<file path="config.mk">
export PLATFORM = sky130hd
export DESIGN_NAME = spi_sckgen
export DESIGN_NICKNAME = d
export VERILOG_FILES = /design/src/rtl/spi_sckgen.sv
export SDC_FILE = /design/constraint.sdc
export NUM_CORES = 1
export LEC_CHECK = 0
export ABC_AREA = 1
export CORE_MARGIN = 2
export CORE_UTILIZATION = 30
export CTS_CLUSTER_SIZE = 8
export DETAILED_ROUTE_END_ITERATION = 10
export SYNTH_ARGS = -nofsm -noshare
export SYNTH_HDL_FRONTEND = slang
export SYNTH_SLANG_ARGS = --single-unit
</file>
<file path="constraint.sdc">
create_clock -name clk_i -period 2.95 [get_ports clk_i]
set_input_delay 0.59 -clock clk_i [delete_from_list [all_inputs] [get_ports clk_i]]
set_output_delay 0.59 -clock clk_i [all_outputs]
set_load 0.005 [all_outputs]
</file>
<file path="src/rtl/spi_sckgen.sv">
// spi_sckgen: SPI serial-clock and strobe generator.
// Runs one transfer of bit_len_i+1 bits per accepted start_i pulse in any
// CPOL/CPHA mode and emits registered sample_o/shift_o strobes aligned to the
// sck_o edges, so the shift register never decodes polarity or phase.
// Optional feature macro: SPI_SCKGEN_DELAY_EN adds a SETUP half-period before
// the first SCK edge (CS-to-SCK lead) and a HOLD half-period after the last
// edge before done_o. Without it the FSM is IDLE -> RUN -> IDLE.
//
// Handshake: start_i is a single-cycle request, accepted only when the block
// is enabled, idle (busy_o=0) and not presenting done_o in that same cycle;
// busy_o stays high from the cycle after acceptance until the done_o cycle.
// state_o exposes the FSM state for debug and checkers.
module spi_sckgen #(
  parameter int DIV_WIDTH = 16,
  parameter int LEN_WIDTH = 8
) (
  input  logic                 clk_i,
  input  logic                 rst_i,
  input  logic                 en_i,
  input  logic                 start_i,
  input  logic                 cpol_i,
  input  logic                 cpha_i,
  input  logic [DIV_WIDTH-1:0] clk_div_i,
  input  logic [LEN_WIDTH-1:0] bit_len_i,
  output logic                 busy_o,
  output logic                 sck_o,
  output logic                 sample_o,
  output logic                 shift_o,
  output logic                 last_o,
  output logic                 done_o,
  output logic [1:0]           state_o
);

  typedef enum logic [1:0] {
    IDLE  = 2'd0,
    SETUP = 2'd1,
    RUN   = 2'd2,
    HOLD  = 2'd3
  } state_e;

  state_e               state_q, state_d;
  logic [DIV_WIDTH-1:0] cnt_q, cnt_d;
  // Counts edges already produced; one extra bit so 2*N edges fit.
  logic [LEN_WIDTH:0]   edge_q, edge_d;
  // Set after the final edge when no HOLD phase follows.
  logic                 fin_q, fin_d;
  logic                 sck_q, sck_d;
  logic                 sample_q, sample_d;
  logic                 shift_q, shift_d;
  logic                 last_q, last_d;
  logic                 done_q, done_d;
  logic                 cpol_q, cpol_d;
  logic                 cpha_q, cpha_d;
  logic [DIV_WIDTH-1:0] div_q, div_d;
  logic [LEN_WIDTH-1:0] len_q, len_d;

  logic tick;
  logic leading;
  logic final_edge;
  logic last_lead;

  // Half-period expiry and classification of the edge about to be produced.
  assign tick       = (cnt_q == '0);
  assign leading    = ~edge_q[0];
  assign final_edge = (edge_q == {len_q, 1'b1});
  assign last_lead  = (edge_q == {len_q, 1'b0});

  // Next-state logic: transfer sequencing, SCK toggling and strobe decode.
  always_comb begin
    state_d  = state_q;
    cnt_d    = cnt_q;
    edge_d   = edge_q;
    fin_d    = fin_q;
    sck_d    = sck_q;
    sample_d = 1'b0;
    shift_d  = 1'b0;
    last_d   = 1'b0;
    done_d   = 1'b0;
    cpol_d   = cpol_q;
    cpha_d   = cpha_q;
    div_d    = div_q;
    len_d    = len_q;

    if (!en_i) begin
      // Abort: drop straight back to idle with SCK at the live idle level.
      state_d = IDLE;
      sck_d   = cpol_i;
      fin_d   = 1'b0;
    end else begin
      case (state_q)
        IDLE: begin
          sck_d = cpol_i;
          if (start_i && !done_q) begin
            cpol_d = cpol_i;
            cpha_d = cpha_i;
            div_d  = clk_div_i;
            len_d  = bit_len_i;
            cnt_d  = clk_div_i;
            edge_d = '0;
            fin_d  = 1'b0;
`ifdef SPI_SCKGEN_DELAY_EN
            state_d = SETUP;
`else
            state_d = RUN;
`endif
          end
        end

        SETUP: begin
          if (tick) begin
            cnt_d   = div_q;
            state_d = RUN;
          end else begin
            cnt_d = cnt_q - DIV_WIDTH'(1);
          end
        end

        RUN: begin
          if (fin_q) begin
            state_d = IDLE;
            done_d  = 1'b1;
            fin_d   = 1'b0;
          end else if (tick) begin
            cnt_d  = div_q;
            sck_d  = ~sck_q;
            edge_d = edge_q + (LEN_WIDTH+1)'(1);
            if (cpha_q) begin
              shift_d  = leading;
              sample_d = ~leading;
              last_d   = ~leading & final_edge;
            end else begin
              sample_d = leading;
              shift_d  = ~leading & ~final_edge;
              last_d   = leading & last_lead;
            end
            if (final_edge) begin
`ifdef SPI_SCKGEN_DELAY_EN
              state_d = HOLD;
`else
              fin_d = 1'b1;
`endif
            end
          end else begin
            cnt_d = cnt_q - DIV_WIDTH'(1);
          end
        end

        HOLD: begin
          if (tick) begin
            state_d = IDLE;
            done_d  = 1'b1;
          end else begin
            cnt_d = cnt_q - DIV_WIDTH'(1);
          end
        end

        default: begin
          state_d = IDLE;
        end
      endcase
    end
  end

  // State, counters, snapshot and registered outputs.
  always_ff @(posedge clk_i or posedge rst_i) begin
    if (rst_i) begin
      state_q  <= IDLE;
      cnt_q    <= '0;
      edge_q   <= '0;
      fin_q    <= 1'b0;
      sck_q    <= 1'b0;
      sample_q <= 1'b0;
      shift_q  <= 1'b0;
      last_q   <= 1'b0;
      done_q   <= 1'b0;
      cpol_q   <= 1'b0;
      cpha_q   <= 1'b0;
      div_q    <= '0;
      len_q    <= '0;
    end else begin
      state_q  <= state_d;
      cnt_q    <= cnt_d;
      edge_q   <= edge_d;
      fin_q    <= fin_d;
      sck_q    <= sck_d;
      sample_q <= sample_d;
      shift_q  <= shift_d;
      last_q   <= last_d;
      done_q   <= done_d;
      cpol_q   <= cpol_d;
      cpha_q   <= cpha_d;
      div_q    <= div_d;
      len_q    <= len_d;
    end
  end

  assign busy_o   = (state_q != IDLE);
  assign sck_o    = sck_q;
  assign sample_o = sample_q;
  assign shift_o  = shift_q;
  assign last_o   = last_q;
  assign done_o   = done_q;
  assign state_o  = state_q;

endmodule

</file>
==> results.toml <==
[run_status]
outcome = "finished clean"

[synthesis]
synth.most_common_cell = "nand2_1"
synthFlopType = "dfrtp_1"
synth_edf_count = 0
synthMuxAreaShare_pct = 4.684
synth.top_cells.by_area = "dfrtp_1 42%, nand2_1 12%, nand3_1 7.3%, nor2_1 6.7%, inv_1 5.5%"
netlist_area_um2 = 3366
synth_adder_area_share_pct = 1.115
synth_compound_area_share_pct = 7.212
synth_fp_nets = 478
synth_top_area_share_pct = 42.38
ys_warn_count = 0
synth_seq_cells = 57
synthArstFlopShare_pct = 100.0
synth_top_family_by_area = "simple AND/OR/NAND/NOR gates"
synthCells = 445
synth_common_cells = "106 x nand2_1, 60 x nor2_1, 57 x dfrtp_1"
synth_area_per_cell_um2 = 7.563
synth-xor-area-share_pct = 3.903
ys_types = 31
yosysTopAreaCell = "dfrtp_1"
yosysSeqAreaShare_pct = 42.38
yosys.area_share.simple_pct = 32.19

[global_route]
track_usage_pct = 14.45
grt_pass1_vias = 2796
antenna_found_initial = 0
grt.overflow.total = 0
grt_pass1_wl_mm = 13.32
grt_max_degree = 35

[place]
dp_hpwl_mm = 5.861
portBuffers = 36
post_dp_cell_area_um2 = 3852
gp_congestion = 0.9033

[detailed_routing]
wirelength_met1_mm = 3.607
wl_mm = 7.954
met3WireLength_um = 218
top_layer = "met4"
drt-initial-drc-count = 138
postRouteAntennaNets = 0
avgViaCountPerCell = 4.649
post_drt_wl_per_cell_um = 12.71
dr.pass1.iters = 5
vias = 2910
remaining_drc_errors = 0
dr_wl_met2_mm = 3.994

[timing]
slew_headroom_pct = 64.33
finalSetupViolations = 0
finalSetupTns_ns = 0
rsz0062_at_grt = "false"
worstMarginPinSlew_ns = 0.5343
maxSlewViolCount = 0
clock.fmax_ghz = 0.4901
period_minus_slack_ns = 2.040
finClkSkew_ns = 0.008931
hold_violations = 0
fin_crit_sh_pct = 69.16

[setup_path]
worstPathMaxFanout = 13
arrival_ns = 2.32
cp.required_ns = 3.23
critPathCaptureType = "flop"
worstSetupStartpointType = "flop"
path_class = "flop to flop"

[layout]
drive_above_1_share_pct = 11.32
fin_nets = 514
num_antenna_cells = 0
area_growth_pct = 21.67
design_area_um2 = 4095

[floorplanning]
die_area_um2 = 12080
ios = 38
start_util_pct = 30.91
die_h_um = 109.9
core_area_um2 = 10890
die_x_um = 109.9
rows = 38

[clock_tree]
holdBufCountCts = 0
post-cts-setup-buffers = 0
cts_repair_resize_count = 0
cts.sinks = 57
cts_htree_levels = 3
clk_path_buf_depth = 2
root_buffer = "clkbuf_8"
cts_made_buffers = 9
clkTransAtPathRegs_ns = 0.07
clock_latency_ns = 0.35
cts_tree = "built"

[pwr]
leakage_nw = 1.916
peakVddDrop_mv = 0.2374
pwr_density_cell_nw_per_um2 = 617.8

[worst_hold_path]
hp-class = "flop to flop"

[flow_run]
cap_violations = 0
worst max-delay path, stage by stage (launching register included):
cell     delay, ns
dfrtp_1       0.37
inv_1         0.16
ha_1          0.23
inv_1         0.05
nor2_1        0.09
nand2_1       0.09
nor2_4        0.18
nand2_4       0.17
nand2_4       0.17
nand2_4       0.08
inv_2         0.19
nand3_1       0.10
o21ai_1       0.08
through the flow:
| stage | power, mW | setup WS [ns] | hold WS, ns | util [%] | instances |
|---|---|---|---|---|---|
| after CTS | 2.559 | 0.8971 | 0.4898 | 37.61 | 626 |
| final | 2.530 | 0.9097 | 0.4850 | 37.61 | 626 |
| after global routing | 2.691 | 0.6942 | 0.5244 | 37.61 | 626 |
| after detailed placement | 1.647 | 0.5778 | 0.4718 | 35.38 | 610 |
| after global placement | 1.640 | 0.6249 | 0.4586 | 35.38 | 610 |
| after floorplan | 1.466 | 0.9604 | 0.4422 | - | 445 |
final timing paths:
path,start,endpoint,slack [ns],depth (start not counted)
min reg2reg,div_q[6]$_DFFE_PP0P_,div_q[6]$_DFFE_PP0P_,0.48,2
min in group asynchronous,rst_i,cnt_q[11]$_DFFE_PP0P_,0.61,2
max,cnt_q[0]$_DFFE_PP0P_,edge_q[5]$_DFFE_PP0P_,0.91,12
max reg2reg,cnt_q[0]$_DFFE_PP0P_,edge_q[5]$_DFFE_PP0P_,0.91,12
max in group asynchronous,rst_i,div_q[0]$_DFFE_PP0P_,1.75,3
min,div_q[6]$_DFFE_PP0P_,div_q[6]$_DFFE_PP0P_,0.48,2
final cells by class:
cell class	count	area, um^2
Fill cell	1110	6793
Sequential cell	57	1426
Tap cell	140	175.2
Clock buffer	9	123.9
Clock inverter	7	118.9
Timing Repair Buffer	39	395.4
Inverter	53	198.9
Multi-Input combinational cell	321	1657
placed cells by master, fill, tap and decap left out, types with 9 or more instances in the layout:
cell / instances
clkdlybuf4s50_1: 36
inv_1: 48
mux2_2: 14
nor2_1: 60
nand3_1: 49
o21ai_0: 13
a21oi_1: 27
clkbuf_8: 9
dfrtp_1: 57
nand2_1: 106
xor2_1: 12
state kept, by name, summed over array words and instances (netlist names):
register  cells
cnt_q        16
cpha_q        1
div_q        16
done_o        1
edge_q        9
fin_q         1
last_o        1
len_q         8
sample_o      1
sck_o         1
shift_o       1
state_o       1
where the power goes:
part	internal (mW)	leakage (nW)	switching (mW)	total (mW)
logic	0.241	1.11	0.334	0.574
clock network	0.560	0.115	0.342	0.902
registers	0.920	0.690	0.134	1.05
total	1.72	1.92	0.809	2.53
cell families (layout without fill, tap and decap cells):
group,after synthesis,after routing
buffers and inverters,67,108
AO/OA/AOI/OAI,48,48
XOR/XNOR,15,15
multiplexers,14,14
other,1,1
AND/OR/NAND/NOR,240,240
adder cells (fa/ha/maj),3,3
flip-flops,57,57
routing by layer:
layer  vias to the layer above  track usage, %
met1                      1377           17.71
li1                       1482               -
met5                         -               0
met3                        10           2.371
met2                        41           24.85
met4                         0           6.329
(Power assumes the default switching activity.)
